<file path="src/rtl/trap_pkg.sv">
`timescale 1ns/1ps
`default_nettype none
// ============================================================================
// Module      : trap_pkg
// Description : Shared types and constants for the machine-mode trap
//               sequencer: FSM state encoding, interrupt cause codes,
//               mstatus bit positions and CSR addresses.
// Revision    : 1.0 - initial release
// ============================================================================
package trap_pkg;

    // Sequencer states
    typedef enum logic [2:0] {
        IDLE  = 3'd0,
        DRAIN = 3'd1,
        SAVE  = 3'd2,
        JUMP  = 3'd3,
        MRET  = 3'd4
    } trap_state_e;

    // Interrupt exception codes (mcause[3:0])
    localparam logic [3:0] CAUSE_MEI = 4'd11;
    localparam logic [3:0] CAUSE_MTI = 4'd7;

    // mstatus bit positions
    localparam int MIE    = 3;
    localparam int MPIE   = 7;
    localparam int MPP_LO = 11;

    // CSR addresses
    localparam logic [11:0] CSR_MSTATUS = 12'h300;
    localparam logic [11:0] CSR_MIE     = 12'h304;
    localparam logic [11:0] CSR_MTVEC   = 12'h305;
    localparam logic [11:0] CSR_MEPC    = 12'h341;
    localparam logic [11:0] CSR_MCAUSE  = 12'h342;
    localparam logic [11:0] CSR_MIP     = 12'h344;

    // Highest-priority enabled source: external beats timer
    function automatic logic [3:0] irq_code(input logic ext_en, input logic tmr_en);
        logic [3:0] code;
        code = CAUSE_MTI;
        if (ext_en) begin
            code = CAUSE_MEI;
        end else if (tmr_en) begin
            code = CAUSE_MTI;
        end
        return code;
    endfunction

endpackage : trap_pkg
`default_nettype wire

</file>
<file path="src/rtl/irq_sync.sv">
`timescale 1ns/1ps
`default_nettype none
// ============================================================================
// Module      : irq_sync
// Description : Parameterised-width two-flop synchroniser for asynchronous
//               level interrupt requests. Clears to 0 on reset.
// Revision    : 1.0 - initial release
// ============================================================================
module irq_sync #(
    parameter int WIDTH = 2
) (
    input  logic             clk,
    input  logic             reset,
    input  logic [WIDTH-1:0] d_i,
    output logic [WIDTH-1:0] q_o
);

    logic [WIDTH-1:0] meta_q;
    logic [WIDTH-1:0] sync_q;

    // Two-stage capture; the first stage may go metastable, the second is clean
    always_ff @(posedge clk or negedge reset) begin
        if (!reset) begin
            meta_q <= '0;
            sync_q <= '0;
        end else begin
            meta_q <= d_i;
            sync_q <= meta_q;
        end
    end

    assign q_o = sync_q;

endmodule : irq_sync
`default_nettype wire

</file>
<file path="src/rtl/trap_ctrl.sv">
`timescale 1ns/1ps
`default_nettype none
// ============================================================================
// Module      : trap_ctrl
// Description : Machine-mode interrupt/trap sequencer. Samples pending
//               interrupts against mstatus/mie, drains the pipeline, emits
//               the hardware CSR writes (mepc, mcause, mstatus) and redirects
//               fetch to mtvec. Also executes mret.
// Config      : TRAP_IRQ_SYNC_EN - when defined, ext/tmr requests pass
//               through a 2-flop synchroniser (2 cycles extra latency).
// Revision    : 1.0 - initial release
// ============================================================================
module trap_ctrl #(
    parameter int DRAIN_CYCLES = 2,
    parameter int XLEN         = 32
) (
    input  logic            clk,
    input  logic            reset,
    input  logic [XLEN-1:0] pc_i,
    input  logic            mret_i,
    input  logic            ext_irq_i,
    input  logic            tmr_irq_i,
    input  logic [XLEN-1:0] csr_mstatus_i,
    input  logic [XLEN-1:0] csr_mie_i,
    input  logic [XLEN-1:0] csr_mtvec_i,
    input  logic [XLEN-1:0] csr_mepc_i,
    output logic [XLEN-1:0] mip_o,
    output logic            stall_o,
    output logic            flush_o,
    output logic            hw_wr_en_o,
    output logic [XLEN-1:0] mepc_o,
    output logic [XLEN-1:0] mcause_o,
    output logic [XLEN-1:0] mstatus_o,
    output logic            redirect_o,
    output logic [XLEN-1:0] redirect_pc_o,
    output logic            busy_o
);

    import trap_pkg::*;

    localparam logic [3:0] DRAIN_LOAD = 4'(DRAIN_CYCLES - 1);

    trap_state_e     state_q, state_d;
    logic [3:0]      cnt_q,   cnt_d;
    logic [XLEN-1:0] pc_q,    pc_d;
    logic [3:0]      code_q,  code_d;

    logic [1:0]      irq_src;      // {ext, tmr} as seen by the sequencer
    logic [XLEN-1:0] pending;
    logic            take;
    logic [3:0]      take_code;
    logic [XLEN-1:0] tvec_base;
    logic [XLEN-1:0] tvec_off;

`ifdef TRAP_IRQ_SYNC_EN
    irq_sync #(
        .WIDTH (2)
    ) u_irq_sync (
        .clk   (clk),
        .reset (reset),
        .d_i   ({ext_irq_i, tmr_irq_i}),
        .q_o   (irq_src)
    );
`else
    assign irq_src = {ext_irq_i, tmr_irq_i};
`endif

    // Live pending bits; held at 0 while reset is asserted
    always_comb begin
        mip_o = '0;
        if (reset) begin
            mip_o[11] = irq_src[1];
            mip_o[7]  = irq_src[0];
        end
    end

    assign pending   = mip_o & csr_mie_i;
    assign take      = csr_mstatus_i[MIE] & (|pending);
    assign take_code = irq_code(pending[11], pending[7]);

    assign tvec_base = {csr_mtvec_i[XLEN-1:2], 2'b00};
    assign tvec_off  = {{(XLEN-6){1'b0}}, code_q, 2'b00};

    // State, drain counter and captured trap context
    always_ff @(posedge clk or negedge reset) begin
        if (!reset) begin
            state_q <= IDLE;
            cnt_q   <= '0;
            pc_q    <= '0;
            code_q  <= '0;
        end else begin
            state_q <= state_d;
            cnt_q   <= cnt_d;
            pc_q    <= pc_d;
            code_q  <= code_d;
        end
    end

    // Next-state: mret wins over a simultaneous interrupt; context is
    // captured on entry so a dropped source cannot abort the sequence
    always_comb begin
        state_d = state_q;
        cnt_d   = cnt_q;
        pc_d    = pc_q;
        code_d  = code_q;
        case (state_q)
            IDLE: begin
                if (mret_i) begin
                    state_d = MRET;
                end else if (take) begin
                    state_d = DRAIN;
                    pc_d    = pc_i;
                    code_d  = take_code;
                    cnt_d   = DRAIN_LOAD;
                end
            end
            DRAIN: begin
                if (cnt_q == 4'd0) begin
                    state_d = SAVE;
                end else begin
                    cnt_d = cnt_q - 4'd1;
                end
            end
            SAVE:    state_d = JUMP;
            JUMP:    state_d = IDLE;
            MRET:    state_d = IDLE;
            default: state_d = IDLE;
        endcase
    end

    // Moore outputs decoded from the registered state
    always_comb begin
        stall_o       = 1'b0;
        flush_o       = 1'b0;
        hw_wr_en_o    = 1'b0;
        mepc_o        = '0;
        mcause_o      = '0;
        mstatus_o     = '0;
        redirect_o    = 1'b0;
        redirect_pc_o = '0;
        busy_o        = (state_q != IDLE);
        case (state_q)
            DRAIN: begin
                stall_o = 1'b1;
            end
            SAVE: begin
                stall_o    = 1'b1;
                flush_o    = 1'b1;
                hw_wr_en_o = 1'b1;
                mepc_o     = {pc_q[XLEN-1:2], 2'b00};
                mcause_o   = {1'b1, {(XLEN-5){1'b0}}, code_q};
                mstatus_o                    = csr_mstatus_i;
                mstatus_o[MPIE]              = csr_mstatus_i[MIE];
                mstatus_o[MIE]               = 1'b0;
                mstatus_o[MPP_LO+1:MPP_LO]   = 2'b11;
            end
            JUMP: begin
                flush_o       = 1'b1;
                redirect_o    = 1'b1;
                redirect_pc_o = (csr_mtvec_i[1:0] == 2'b01) ? (tvec_base + tvec_off)
                                                            : tvec_base;
            end
            MRET: begin
                flush_o         = 1'b1;
                hw_wr_en_o      = 1'b1;
                redirect_o      = 1'b1;
                mepc_o          = csr_mepc_i;
                mstatus_o       = csr_mstatus_i;
                mstatus_o[MIE]  = csr_mstatus_i[MPIE];
                mstatus_o[MPIE] = 1'b1;
                redirect_pc_o   = csr_mepc_i;
            end
            default: ;
        endcase
    end

endmodule : trap_ctrl
`default_nettype wire

</file>
<file path="config.mk">
export PLATFORM = sky130hd
export DESIGN_NAME = trap_ctrl
export DESIGN_NICKNAME = d
export VERILOG_FILES = /design/src/rtl/trap_pkg.sv /design/src/rtl/irq_sync.sv /design/src/rtl/trap_ctrl.sv
export SDC_FILE = /design/constraint.sdc
export NUM_CORES = 1
export LEC_CHECK = 0
export BUFFER_PORTS_ARGS = -buffer_cell sky130_fd_sc_hd__buf_4
export CAP_MARGIN = 30
export CORE_AREA = 2 2 129 131
export DETAILED_ROUTE_END_ITERATION = 8
export DIE_AREA = 0 0 131 133
export GPL_TIMING_DRIVEN = 0
export SYNTH_ARGS = -nofsm -noshare
export SYNTH_HDL_FRONTEND = slang
export SYNTH_HIERARCHICAL = 1
export SYNTH_SLANG_ARGS = --single-unit
</file>
<file path="constraint.sdc">
create_clock -name clk -period 5.47 [get_ports clk]
set_input_delay 0.8205 -clock clk [delete_from_list [all_inputs] [get_ports clk]]
set_output_delay 0.8205 -clock clk [all_outputs]
set_load 0.01 [all_outputs]
</file>
# [Yosys cells after proc, flatten, opt, wreduce, memory -nomap -nowiden]
# Index checks and enable logic that the tools add are counted.
[totals] in_bits=165 reg_bits=43 wordCells=51
[classes] n_bitwise=3 n_eq_ne=10 reduce_logical=12 add_sub_neg=2 mux=20
[ops] operator="32-bit one-hot mux with 2 select lines" count=3
[ops] operator="32-bit 2-to-1 mux" count=2
[ops] operator="32-bit by 6-bit adder with 32-bit output" count=1
[ops] operator="12-bit by 32-bit bitwise AND with 32-bit output" count=1
[ops] operator="32-bit OR reduction" count=1
[ops] operator="4-bit 2-to-1 mux" count=4
[ops] operator="3-bit 2-to-1 mux" count=3
[ops] operator="3-bit one-hot mux with 3 select lines" count=1
[ops] operator="2-bit inequality test (second input constant)" count=4
[ops] operator="4-bit one-hot mux with 2 select lines" count=1
[ops] operator="3-bit by 2-bit == test with 1-bit output (second input constant)" count=2
[ops] operator="1-bit 2-to-1 mux" count=6
[ops] operator="2-bit OR reduction" count=3
[ops] operator="4-bit zero test" count=1
[ops] operator="4-bit AND reduction" count=1
[ops] operator="4-bit by 1-bit subtractor with 4-bit output (second input constant)" count=1
[ops] operator="3-bit by 1-bit == test with 1-bit output (second input constant)" count=1
[ops] operator="3-bit == test (second input constant)" count=1
[ops] operator="3-bit zero test" count=1
[ops] operator="3-bit inequality test (second input constant)" count=1
[ops] operator="3-bit AND reduction" count=1
[ops] operator="3-bit nonzero test" count=1
[ops] operator="3-bit OR reduction" count=1
[ops] operator="2-bit by 1-bit == test with 1-bit output (second input constant)" count=1
[ops] operator="other kinds (4)" count=4

# [Logic depth before layout (Yosys ltp)]
[logic_depth] ltp_word=7 depth_mapped=8

# [Least setup slack after synthesis]
# Ideal clock, no wire load.
[synth_path] path_kind="input -> output" startpoint="input csr_mtvec_i[2]" endpoint="output redirect_pc_o[30]" required_time_ps=4649 n_path_buf=1 stages=8 setup_slack_ps=2069 arrival_ps=2581 cell_sequence="ha_1 > fa_1 > a211oi_2 > nor4_4 > and3_1 > buf_6 > a32o_1 > a31o_1"
[synth_between] elab_chain_cells=3
[synth_lines] item="from (decl)" line="trap_ctrl.sv:25" text="input logic [XLEN-1:0] csr_mtvec_i,"
[synth_lines] item="32-bit by 6-bit adder with 32-bit output" line="trap_ctrl.sv:160" text="redirect_pc_o = (csr_mtvec_i[1:0] == 2'b01) ? (tvec_base + tvec_off)"
[synth_lines] item="32-bit 2-to-1 mux" line="trap_ctrl.sv:160"
[synth_lines] item="32-bit one-hot mux with 2 select lines" line="trap_ctrl.sv:142" text="case (state_q)"
[synth_lines] item="to (decl)" line="trap_ctrl.sv:35" text="output logic [XLEN-1:0] redirect_pc_o,"
# Every way passes these cells.

# [Final worst setup path]
# Ends and elaborated chain as after synthesis.

==> qor.yml <==
logic_synthesis:
  synth_top_area_cell: "dfrtp_1"
  synth_area_per_cell_um2: 7.66
  syn-cell-area_um2: 3670
  ys_ff_latch: 40
  synth_cells: 479
  synth.area.top_cells: "dfrtp_1 (27%), buf_4 (12%), o21ai_0 (9.5%)"
  synth.distinct_cells: 53
  synth-edff-count: 0
  synth_top_cell_area_share_pct: 27.3
  yosysWarnings: 6
  synth_ff_type: "dfrtp_1"
  ys_seq_area_share_pct: 27.3
  async_flop_share_pct: 100
detailed_routing:
  ant_nets: 0
  drc: 0
  via_per_inst: 4.15
  routedWlPerCell_um: 16.1
  dr.pass1.iters: 5
  drtIter0Drc: 265
  routed_wl_mm: 16.1
  dr_total_vias: 4166
floorplanning:
  initial_utilization_pct: 22.7
  pin_count: 330
  core_um2: 16200
  die_y_um: 133
  dieWidth_um: 131
  core.rowCount: 47
  dieArea_um2: 17400
timing:
  period_minus_slack_ns: 3.82
  timing.hold.ws_ns: 0.508
  worst_pin_slew_ns: 0.897
  fin_skew_ns: 0.00640
  hold_viol: 0
  max-slew-margin-rel_pct: 40.2
  max_freq_mhz: 262
  slew_violations: 0
  tns_ns: 0
  setup-violations-final: 0
  fin_crit_sh_pct: 69.7
  grt_setup_unrepaired: "false"
critical_path:
  crit_fanout: 7
  arrival_ns: 2.99
  required_ns: 4.65
  critPathLaunchType: "input pin"
  critPathKind: "in2out"
  end_kind: "output port"
clocking:
  cts_made_buffers: 5
  cts_resized: 0
  htreeDepth: 2
  clk_pin_slew_ns: 0.07
  clk_latency_ns: 0.29
  clock_path_buffers: 2
  cts_setup_buffers: 0
  cts.sinks: 40
  root_buffer: "clkbuf_16"
  cts-hold-fix-buffers: 0
  tritoncts: "built"
placement:
  gp_congestion: 0.807
  dp_hpwl_mm: 13.0
  io_buffers: 240
power_and_ir_drop:
  p_leak_uw: 0.00321
  total_power_uw: 2220
  peakVddDrop_uv: 125
  p_per_area_nw_per_um2: 363
finish:
  drive_gt1_share_pct: 43.6
  fin_util_pct: 37.8
  fin_nets: 954
  antenna_cells: 0
  area_delta_synth_final_pct: 66.5
  fillers: 1706
min_path:
  hold_class: "reg2reg"
grt:
  grt-ovfl-total: 0
  grt_pass1_vias: 3883
  antenna_found_initial: 0
  grt_util_all_layers_pct: 18.0
  grt_pass1_wl_mm: 23.2
  grt_max_degree: 44
run:
  cap_violations: 0
outcome:
  status: "completed"
-- layer usage --
layer | global-route usage (%) | wire length (µm) | vias up | share of wire (%)
met5 | 0 | 0 | - | 0
met3 | 3.36 | 1080 | 11 | 6.7
met4 | 3.55 | 181 | 0 | 1.1
li1 | - | - | 2092 | -
met2 | 29.4 | 7900 | 165 | 49
met1 | 24.7 | 6960 | 1898 | 43
-- cell type report --
type | instances | area [µm²] | share of cell area, %
Multi-Input combinational cell | 379 | 2190 | 35.8
Clock inverter | 2 | 15.0 | 0.246
Tap cell | 220 | 275 | 4.51
Buffer | 84 | 571 | 9.34
Sequential cell | 40 | 1000 | 16.4
Clock buffer | 6 | 139 | 2.27
Timing Repair Buffer | 240 | 1800 | 29.5
Inverter | 32 | 120 | 1.97
-- placed cells by master, fill, tap and decap left out, drive strengths merged, types with 5 or more instances in the layout --
| cell | instances |
|---|---|
| buf | 313 |
| nand2 | 69 |
| and4 | 5 |
| clkbuf | 17 |
| inv | 32 |
| nor2b | 30 |
| o21ai | 71 |
| nor3 | 5 |
| dfrtp | 40 |
| nand3 | 13 |
| ha | 6 |
| and3 | 15 |
| a22o | 10 |
| conb | 57 |
| nor2 | 14 |
| xor2 | 18 |
| a21oi | 7 |
| nand4 | 8 |
| xnor2 | 8 |
| and2 | 7 |
| mux2 | 7 |
-- cells in the mapped netlist (2+ instances only) --
| library cell | instances |
|---|---|
| buf_6 | 3 |
| a22oi_1 | 2 |
| nand3_1 | 13 |
| inv_1 | 32 |
| and3_2 | 2 |
| buf_4 | 58 |
| nand2_1 | 69 |
| and4_1 | 4 |
| mux2_2 | 7 |
| ha_1 | 6 |
| xor2_1 | 18 |
| a21oi_1 | 6 |
| xnor2_1 | 8 |
| nor2_1 | 14 |
| nand2b_1 | 3 |
| nor2b_1 | 30 |
| dfrtp_1 | 40 |
| nor3_1 | 4 |
| buf_2 | 12 |
| and2_1 | 6 |
| nand3b_1 | 2 |
| o21ai_0 | 70 |
| a22o_1 | 10 |
| nand4_1 | 8 |
| and3_1 | 12 |
| mux2i_1 | 3 |
| clkbuf_1 | 11 |
-- registers in the layout, summed over array words and instances (netlist names) --
| signal | cells |
|---|---|
| pc_q | 30 |
| code_q | 3 |
| state_q | 3 |
| cnt_q | 4 |
-- stage by stage --
stage / cells / cell area (µm²) / setup slack (ns)
global route: 1003 / 6110 / 1.54
floorplan: 535 / 3880 / 2.07
global placement: 995 / 5960 / 1.69
finish: 1003 / 6110 / 1.65
detailed placement: 995 / 5960 / 1.67
CTS: 1003 / 6110 / 1.66
-- path summary, 6_finish.rpt --
path | start | endpoint | slack [ns] | depth (start not counted)
min | pc_q[31]$_DFFE_PN0P_ | pc_q[31]$_DFFE_PN0P_ | 0.51 | 1
max in group asynchronous | reset | code_q[3]$_DFFE_PN0P_ | 4.53 | 1
max | csr_mtvec_i[2] | redirect_pc_o[30] | 1.65 | 10
max reg2reg | state_q[2]$_DFFE_PN0P_ | pc_q[10]$_DFFE_PN0P_ | 3.43 | 5
min reg2reg | pc_q[31]$_DFFE_PN0P_ | pc_q[31]$_DFFE_PN0P_ | 0.51 | 1
min in group asynchronous | reset | pc_q[31]$_DFFE_PN0P_ | 0.53 | 1
-- logic make-up (layout without fill, tap and decap cells) --
group / after synthesis / count (layout) / synth area share (%)
simple gates: 178 / 178 / 25.8
buf+inv: 116 / 364 / 18.8
compound gates: 101 / 101 / 16.2
flops: 40 / 40 / 27.3
xor+xnor: 26 / 26 / 6.21
mux: 10 / 10 / 2.97
fa+ha+maj: 7 / 7 / 2.59
other cells: 1 / 57 / 0.102
-- worst max-delay path, stage by stage --
cell,delay (ns)
buf_4,0.12
ha_1,0.22
fa_1,0.44
a211oi_2,0.35
nor4_4,0.16
and3_1,0.18
buf_6,0.13
a32o_1,0.23
a31o_1,0.19
buf_4,0.14
-- where the power goes --
group          switching (µW)  internal, µW  leakage (µW)
combinational             753           642       0.00266
sequential               64.8           442      0.000479
clock                     136           182     0.0000691
total                     954          1270       0.00321
No activity file was read; power rests on OpenSTA's default activity.
